===== src/rtl/spi_pkg.sv =====
// Types and command codes shared by the SPI slave front end and the RAM it feeds.
package spi_pkg;

  typedef enum logic [2:0] {
    IDLE      = 3'd0,
    CHK_CMD   = 3'd1,
    WRITE     = 3'd2,
    READ_ADD  = 3'd3,
    READ_DATA = 3'd4
  } spi_state_e;

  localparam logic [1:0] CMD_WR_ADDR = 2'b00;
  localparam logic [1:0] CMD_WR_DATA = 2'b01;
  localparam logic [1:0] CMD_RD_ADDR = 2'b10;
  localparam logic [1:0] CMD_RD_DATA = 2'b11;

endpackage


===== src/rtl/spi_tx_shifter.sv =====
// MISO serialiser: loads one read byte per frame and shifts it out MSB first.
module spi_tx_shifter #(
  parameter int ADDR_SIZE = 8
) (
  input  logic                 clk,
  input  logic                 rst_n,
  input  logic                 load,
  input  logic                 abort,
  input  logic [ADDR_SIZE-1:0] data,
  output logic                 MISO,
  output logic                 busy
);

  localparam int CW = $clog2(ADDR_SIZE + 1);

  logic [ADDR_SIZE-1:0] shift_q;
  logic [CW-1:0]        cnt_q;
  logic                 tx_done_q;

  always_ff @(posedge clk or negedge rst_n) begin
    if (!rst_n) begin
      shift_q   <= '0;
      cnt_q     <= '0;
      tx_done_q <= 1'b0;
      busy      <= 1'b0;
      MISO      <= 1'b0;
    end else if (abort) begin
      shift_q   <= '0;
      cnt_q     <= '0;
      tx_done_q <= 1'b0;
      busy      <= 1'b0;
      MISO      <= 1'b0;
    end else if (load && !tx_done_q) begin
      // MSB goes out immediately; the shifter keeps only the bits still owed
      shift_q   <= data << 1;
      MISO      <= data[ADDR_SIZE-1];
      cnt_q     <= CW'(ADDR_SIZE - 1);
      busy      <= 1'b1;
      tx_done_q <= 1'b1;
    end else if (busy) begin
      if (cnt_q != '0) begin
        MISO    <= shift_q[ADDR_SIZE-1];
        shift_q <= shift_q << 1;
        cnt_q   <= cnt_q - 1'b1;
      end else begin
        MISO <= 1'b0;
        busy <= 1'b0;
      end
    end
  end

endmodule


===== src/rtl/spi_slave_if.sv =====
// SPI slave front end: frames MOSI into command words for the RAM and returns
// the RAM read byte on MISO.
module spi_slave_if
  import spi_pkg::*;
#(
  parameter int ADDR_SIZE = 8
) (
  input  logic                 clk,
  input  logic                 rst_n,
  input  logic                 SS_n,
  input  logic                 MOSI,
  input  logic [ADDR_SIZE-1:0] tx_data,
  input  logic                 tx_valid,
  output logic                 MISO,
  output logic [ADDR_SIZE+1:0] rx_data,
  output logic                 rx_valid
);

  localparam int FW    = ADDR_SIZE + 2;
  localparam int CNT_W = $clog2(FW) + 1;
  localparam logic [CNT_W-1:0] CNT_LAST = CNT_W'(FW - 1);
  localparam logic [CNT_W-1:0] CNT_DONE = CNT_W'(FW);

  spi_state_e        state_q;
  logic [CNT_W-1:0]  cnt_q;
  logic [FW-2:0]     rx_shift_q;
  logic [FW-1:0]     rx_data_q;
  logic              rx_valid_q;
  logic              rd_addr_seen_q;
  logic [FW-1:0]     word_d;
  logic              tx_load;
  logic              tx_busy;

  assign word_d = {rx_shift_q, MOSI};

  // Transmit only once a read-data frame has fully arrived
  assign tx_load = !SS_n && (state_q == READ_DATA) && (cnt_q == CNT_DONE) &&
                   (rx_data_q[FW-1 -: 2] == CMD_RD_DATA) && tx_valid && !tx_busy;

  always_ff @(posedge clk or negedge rst_n) begin
    if (!rst_n) begin
      state_q        <= IDLE;
      cnt_q          <= '0;
      rx_shift_q     <= '0;
      rx_data_q      <= '0;
      rx_valid_q     <= 1'b0;
      rd_addr_seen_q <= 1'b0;
    end else begin
      rx_valid_q <= 1'b0;
      if (SS_n) begin
        state_q <= IDLE;
        cnt_q   <= '0;
      end else begin
        case (state_q)
          IDLE: begin
            state_q <= CHK_CMD;
            cnt_q   <= '0;
          end
          CHK_CMD: begin
            rx_shift_q <= {rx_shift_q[FW-3:0], MOSI};
            cnt_q      <= CNT_W'(1);
            if (!MOSI)               state_q <= WRITE;
            else if (rd_addr_seen_q) state_q <= READ_DATA;
            else                     state_q <= READ_ADD;
          end
          default: begin
            // Counter saturates at CNT_DONE so trailing bits are ignored
            if (cnt_q != CNT_DONE) begin
              rx_shift_q <= {rx_shift_q[FW-3:0], MOSI};
              cnt_q      <= cnt_q + 1'b1;
              if (cnt_q == CNT_LAST) begin
                rx_data_q  <= word_d;
                rx_valid_q <= 1'b1;
                if (word_d[FW-1 -: 2] == CMD_RD_ADDR)      rd_addr_seen_q <= 1'b1;
                else if (word_d[FW-1 -: 2] == CMD_RD_DATA) rd_addr_seen_q <= 1'b0;
              end
            end
          end
        endcase
      end
    end
  end

  spi_tx_shifter #(
    .ADDR_SIZE(ADDR_SIZE)
  ) u_tx (
    .clk  (clk),
    .rst_n(rst_n),
    .load (tx_load),
    .abort(SS_n),
    .data (tx_data),
    .MISO (MISO),
    .busy (tx_busy)
  );

  assign rx_data  = rx_data_q;
  assign rx_valid = rx_valid_q;

endmodule


===== config.mk =====
export PLATFORM = sky130hd
export DESIGN_NAME = spi_slave_if
export DESIGN_NICKNAME = d
export VERILOG_FILES = /design/src/rtl/spi_pkg.sv /design/src/rtl/spi_tx_shifter.sv /design/src/rtl/spi_slave_if.sv
export SDC_FILE = /design/constraint.sdc
export NUM_CORES = 1
export LEC_CHECK = 0
export BUFFER_PORTS_ARGS = -buffer_cell sky130_fd_sc_hd__buf_2
export CORE_MARGIN = 1
export CORE_UTILIZATION = 57
export CTS_CLUSTER_SIZE = 20
export DETAILED_ROUTE_END_ITERATION = 6
export PLACE_DENSITY = 0.86
export SLEW_MARGIN = 15
export SYNTH_ARGS = -nofsm -noshare
export SYNTH_HDL_FRONTEND = slang
export SYNTH_SLANG_ARGS = --single-unit

===== constraint.sdc =====
create_clock -name clk -period 2.93 [get_ports clk]
set_clock_uncertainty 0.15 [all_clocks]
set_input_delay 0.1465 -clock clk [delete_from_list [all_inputs] [get_ports clk]]
set_output_delay 0.1465 -clock clk [all_outputs]
set_load 0.01 [all_outputs]

==> run_results.csv, run 1 <==
group,metric,value,unit
run_status,status,"finished clean",
worst_setup_path,path_max_fanout,13,
clocking,post-cts-setup-buffer-count,0,
global_route,use_met3,0.0546,
clocking,cts_sinks,43,
synth,syn_avg_cell_area,11.0,um2
clocking,cts_tree,"done",
place,dpl.cell_count,245,
synth,syn-num-nets,199,
synth,synth_top_area_cell,"dfrtp_1",
drt,drtAntennaViolNets,0,
global_route,use_met1,0.292,
sta,rsz0062_at_grt,"no",
worst_setup_path,cp_top_family,"simple AND/OR/NAND/NOR gates",
sta,period_minus_slack,2.25,ns
sta,max-slew-margin-rel,0.387,
global_route,grt_use_total,0.222,
power_and_ir_drop,leakagePower,0.00115,uW
synth,synth-edff-count,0,
floorplan,ioPinCount,25,
clocking,clkTransAtPathRegs,0.12,ns
worst_setup_path,ff2ff_path_depth,7,
finish,fill_cells,257,
floorplan,die_h,61.3,um
worst_hold_path,hold_depth,2,
worst_setup_path,slowest_stage,"or4_2",
global_route,grt_overflow_total,0,
synth,async_flop_share,1.00,
worst_setup_path,slowest_delay,0.71,ns
clocking,numCtsBuffers,5,
synth,synth_cells,182,
finish,fin_cells,263,
global_route,grtUsageMet2,0.346,
synth,yosysWarningCount,0,
place,io_buffer_count,24,
drt,vias,1421,
power_and_ir_drop,peakVddDrop,0.394,mV
drt,drt_wl_total,3620,um
global_route,grt_max_degree,44,
worst_setup_path,critPathCaptureType,"flip-flop",
worst_hold_path,hp-class,"input port to flip-flop",
worst_setup_path,startpoint_type,"flip-flop",
finish,final_cell_mix,"43 x dfrtp_1, 34 x nand2_1, 24 x buf_2, 13 x nor2_1",
finish,syn2layout_area_growth,13.8,%
drt,wire_per_inst,13.8,um
worst_setup_path,path_depth,7,
global_route,gr-max-usage-layer,"met2",
drt,drcViolationCount,0,
clocking,cts-root-buf,"clkbuf_4",
global_route,grt_antenna_before_repair,0,
finish,diodes,0,
synth,netlist.area_leader.share,0.538,
finish,final_nets,233,
place,dp_hpwl,2370,um
worst_setup_path,path_cells,"inv_1 > ha_1 > nand2b_1 > or4_2 > inv_2 > a21oi_1 > a31oi_1",
sta,tightest_slew,0.919,ns
drt,drt-initial-drc-count,37,
floorplan,fp.dieArea,3750,um2
floorplan,row_count,21,
synth,ys.flop_type,"dfrtp_1",
synth,synth_area_leaders,"dfrtp_1 54%, nand2_1 6.4%, mux2_2 5.6%, mux2i_1 4.0%, a211oi_2 3.8%",
clocking,htreeDepth,2,
floorplan,die_width,61.3,um
sta,finalCritPeriodShare,0.768,
worst_setup_path,critPathBufInv,2,
synth,synthDistinctLibCells,39,
floorplan,coreArea,3360,um2
synth,synth-seq-cells,43,
synth,ys_seq_area_frac,0.538,
worst_setup_path,crit_type,"flip-flop to flip-flop",
power_and_ir_drop,p_per_area,487,nW/um2
sta,setup_viol,0,
sta,fin_tns_setup,0,ns
clocking,clk_latency,0.35,ns
finish,drive_gt1_frac,0.267,
worst_setup_path,cp.arrival,2.38,ns
sta,holdWs,0.0524,ns
sta,final_max_slew_viol_count,0,
global_route,grt_pass1_vias,1337,
drt,viasPerCell,5.40,
floorplan,initial_core_util,0.595,
place,gp_congestion,0.847,
place,dpl-instance-area,2120,um2
clocking,clockBufferDepth,2,
worst_setup_path,critical_path_required,3.06,ns
finish,final_common_cell,"dfrtp_1",
synth,synthesis.area,2000,um2
finish,final_area,2280,um2
sta,max_freq,444,MHz
sta,timing.final.hold_violations,0,
global_route,grt_pass1_wl,5860,um
drt,firstDrtPassIters,4,
run,maxCapViolCount,0,
[cells in the mapped netlist, drive strengths merged (2+ instances only)]
master,number
dfrtp,43
nand4,2
a31oi,2
ha,4
or4,2
buf,6
a21oi,9
mux2,10
o21ai,3
mux2i,8
nand2b,4
a211oi,7
nand3,3
inv,9
nor3,3
xor2,2
nor3b,2
nor2,13
nand2,34
xnor2,3
[metrics by stage]
step | utilization | setup slack (ns) | total power, uW
floorplan | - | 0.896 | 788
global placement | 0.632 | 0.784 | 829
detailed placement | 0.632 | 0.698 | 836
CTS | 0.677 | 0.684 | 1120
global route | 0.677 | 0.509 | 1160
finish | 0.677 | 0.679 | 1110
[sequential cells by signal (all words and copies together), names as in the netlist]
| register | flops |
|---|---|
| cnt_q | 5 |
| rd_addr_seen_q | 1 |
| rx_data | 10 |
| rx_shift_q | 9 |
| rx_valid | 1 |
| state_q | 3 |
| u_tx.MISO | 1 |
| u_tx.busy | 1 |
| u_tx.cnt_q | 4 |
| u_tx.shift_q | 7 |
| u_tx.tx_done_q | 1 |
[final timing paths]
check / startpoint / to / slack, ns
min in group asynchronous: rst_n / u_tx.shift_q[2]$_DFFE_PN0P_ / 0.31
max in group asynchronous: rst_n / cnt_q[1]$_DFFE_PN0P_ / 1.76
worst max-delay path: cnt_q[0]$_DFFE_PN0P_ / rd_addr_seen_q$_DFFE_PN0P_ / 0.68
worst min-delay path: SS_n / u_tx.MISO$_DFFE_PN0P_ / 0.05
worst max register to register: cnt_q[0]$_DFFE_PN0P_ / rd_addr_seen_q$_DFFE_PN0P_ / 0.68
worst min register to register: rx_data[0]$_DFFE_PN0P_ / rx_data[0]$_DFFE_PN0P_ / 0.35
[where the power goes]
group	switching (uW)	total [uW]	internal [uW]	leakage, uW
clock network	185	278	92.8	0.0000282
logic	50.1	124	74.1	0.000546
registers	53.5	708	655	0.000579
total	289	1110	822	0.00115
[cell type report]
type	count	area [um2]	area share
multi-input cells	123	837	0.367
inverters	9	33.8	0.0148
flip-flops and latches	43	1080	0.472
clock inverters	2	12.5	0.00549
well taps	46	57.6	0.0253
clock buffers	6	41.3	0.0181
repair buffers	34	220	0.0966
[what timing repair did]
action / CTS / global route
endpoints found under the hold margin: 54 / 0
resized for setup: 0 / 0
hold buffers: 10 / 0
[logic make-up (layout without fill, tap and decap cells)]
kind of cell / count (synthesis) / in the layout / share of synthesized area
compound gates: 25 / 25 / 0.0950
xor+xnor: 5 / 5 / 0.0219
fa+ha+maj: 4 / 4 / 0.0250
buf+inv: 16 / 51 / 0.0444
flops: 43 / 43 / 0.537
mux: 18 / 18 / 0.0963
simple gates: 71 / 71 / 0.180
[metal layers]
layer | vias to the layer above | wire, um
li1 | 694 | -
met1 | 696 | 1640
met2 | 23 | 1830
met3 | 8 | 97
met4 | 0 | 57
met5 | - | 0
No activity file was read; power rests on OpenSTA's default activity.
==> inputs of run 2 (changes only) <==
Settings changed: CORE_UTILIZATION 57 to 51, PLACE_DENSITY 0.86 to 0.81.
Clock period 2.93 ns to 1.82 ns, I/O delays scaled along.
==> run 2 against run 1 <==
The run now ends with negative setup slack left; core utilization rose by 4.8 points; register-to-register slack got worse by 0.85 ns; flip-flop and latch count unchanged; largest power group unchanged; highest routed layer unchanged.
==> run_results.csv, run 2 (synthesis results as in run 1) <==
group,metric,value,unit
run_status,status,"complete, but fails checks",
run_status,violations,"negative setup slack",
worst_hold_path,hold_depth,3,
power_and_ir_drop,peakVddDrop,0.755,mV
worst_hold_path,hp-class,"input port to flip-flop",
sta,max-slew-margin-rel,0.650,
clocking,numCtsBuffers,5,
finish,syn2layout_area_growth,34.7,%
drt,firstDrtPassIters,4,
clocking,clk_latency,0.30,ns
drt,drtAntennaViolNets,0,
sta,rsz0062_at_grt,"yes",
worst_setup_path,crit_start,"cnt_q[0]$_DFFE_PN0P_",
sta,postLayoutSetupSlackWorst,-0.172,ns
power_and_ir_drop,p_switching,539,uW
finish,fin_cells,291,
power_and_ir_drop,cellInternalPower,1650,uW
place,dpl.cell_count,266,
power_and_ir_drop,pwr-share-comb,0.109,
clocking,cts_sinks,43,
sta,setup_viol,30,
clocking,htreeDepth,2,
drt,drt_wl_total,4440,um
finish,largest_register_ffs,10,
worst_setup_path,reg2reg_slack,-0.17,ns
sta,holdWs,0.0705,ns
global_route,grt_antenna_before_repair,0,
finish,fin_util,0.726,
worst_setup_path,startpoint_type,"flip-flop",
finish,final_common_cell,"dfrtp_1",
worst_setup_path,critPathCaptureType,"flip-flop",
worst_setup_path,critical_path_required,1.90,ns
drt,viasPerCell,5.47,
clocking,clockBufferDepth,2,
power_and_ir_drop,p_per_area,811,nW/um2
sta,timing.final.hold_violations,0,
drt,drcViolationCount,0,
sta,tightest_slew,0.525,ns
global_route,grt_pass1_vias,1617,
floorplan,row_count,22,
place,io_buffer_count,24,
finish,final_area,2700,um2
worst_hold_path,min_from,"SS_n",
place,place_ws,-0.184,ns
worst_setup_path,cp.arrival,2.07,ns
sta,final_max_slew_viol_count,0,
global_route,grt_pass1_wl,7350,um
global_route,grt_max_degree,44,
place,gp_congestion,0.793,
finish,diodes,0,
floorplan,initial_core_util,0.539,
floorplan,fp.dieArea,4180,um2
sta,max_freq,502,MHz
finish,final_cell_mix,"43 x dfrtp_1, 27 x nand2_1, 24 x buf_2, 17 x buf_4, 13 x nor2_1",
worst_hold_path,min_to,"u_tx.cnt_q[1]$_DFFE_PN0P_",
power_and_ir_drop,switching_share,0.247,
power_and_ir_drop,leakagePower,0.00135,uW
power_and_ir_drop,power.share.sequential,0.524,
worst_setup_path,reg2reg_to,"u_tx.shift_q[6]$_DFFE_PN0P_",
drt,wire_per_inst,15.3,um
floorplan,die_h,64.7,um
drt,drt-initial-drc-count,77,
sta,finalCritPeriodShare,1.09,
place,dp_hpwl,2660,um
global_route,grt_use_total,0.232,
place,dpl-instance-area,2300,um2
clocking,cts_tree,"done",
global_route,grt_overflow_total,0,
sta,period_minus_slack,1.99,ns
floorplan,die_width,64.7,um
worst_setup_path,ff2ff_path_depth,5,
finish,drive_gt1_frac,0.420,
clocking,clkTransAtPathRegs,0.09,ns
run,maxCapViolCount,0,
finish,final_nets,259,
floorplan,coreArea,3720,um2
clocking,cts-root-buf,"clkbuf_8",
worst_setup_path,path_max_fanout,5,
worst_setup_path,crit_type,"flip-flop to flip-flop",
power_and_ir_drop,pwr-share-clk,0.367,
drt,vias,1591,
worst_setup_path,r2r_start,"cnt_q[0]$_DFFE_PN0P_",
floorplan,ioPinCount,25,
run 2: cell types whose count changed in the layout (fill, tap and decap cells not counted), moves of 4 or more:
cell	change
clkbuf_4	-5
nand2_2	+7
clkbuf_8	+6
a21oi_2	+4
buf_4	+17
nand2_1	-7
a21oi_1	-4
run 2: how the worst max path moves through the flow:
stage / endpoint / slack (ns) / cells after the start
6_report: u_tx.shift_q[6]$_DFFE_PN0P_ / -0.17 / 5
3_5_place_dp: u_tx.shift_q[4]$_DFFE_PN0P_ / -0.18 / 5
4_1_cts: u_tx.shift_q[4]$_DFFE_PN0P_ / -0.15 / 5
2_1_floorplan: u_tx.shift_q[2]$_DFFE_PN0P_ / -0.16 / 6
5_1_grt: u_tx.shift_q[4]$_DFFE_PN0P_ / -0.23 / 5
3_3_place_gp: u_tx.shift_q[7]$_DFFE_PN0P_ / -0.10 / 5
run 2: per-stage QoR:
| stage | power (uW) | setup TNS (ns) |
|---|---|---|
| after CTS | 2170 | -2.24 |
| after floorplan | 1270 | -2.35 |
| after global routing | 2260 | -4.93 |
| after global placement | 1350 | -1.30 |
| final | 2190 | -3.31 |
| after detailed placement | 1360 | -2.39 |
run 2: critical path: stages (launching register included):
cell and delay, ns:
dfrtp_1 0.40, inv_1 0.07, ha_2 0.17, or3b_4 0.41
or4_4 0.49, a211oi_2 0.23
run 2: area by class of cell:
| class | instances | area (um2) |
|---|---|---|
| well taps | 48 | 60.1 |
| inverters | 9 | 38.8 |
| flip-flops and latches | 43 | 1080 |
| repair buffers | 58 | 459 |
| clock buffers | 6 | 82.6 |
| multi-input cells | 125 | 941 |
| clock inverters | 2 | 38.8 |
| fillers | 260 | 1020 |
run 2: power by group through the flow:
stage	Combinational (uW)	Sequential [uW]	Clock (uW)
global placement	199	1150	0
detailed placement	209	1150	0
floorplan	142	1130	0
global route	264	1160	839
finish	238	1140	802
CTS	234	1140	800
run 2: what timing repair did:
item                                    CTS  global route
hold endpoints to repair                 56             0
hold buffers                             12             0
cloned                                    1             2
setup buffers                             1             1
endpoints found under the setup margin   25            31
pin swaps                                 7             6
gates resized for setup                  14            13
run 2: layer usage:
layer / GRT usage / wire length [um]
met5: 0 / 0
met3: 0.0458 / 91
met2: 0.408 / 2320
met4: 0.0889 / 55
met1: 0.280 / 1980
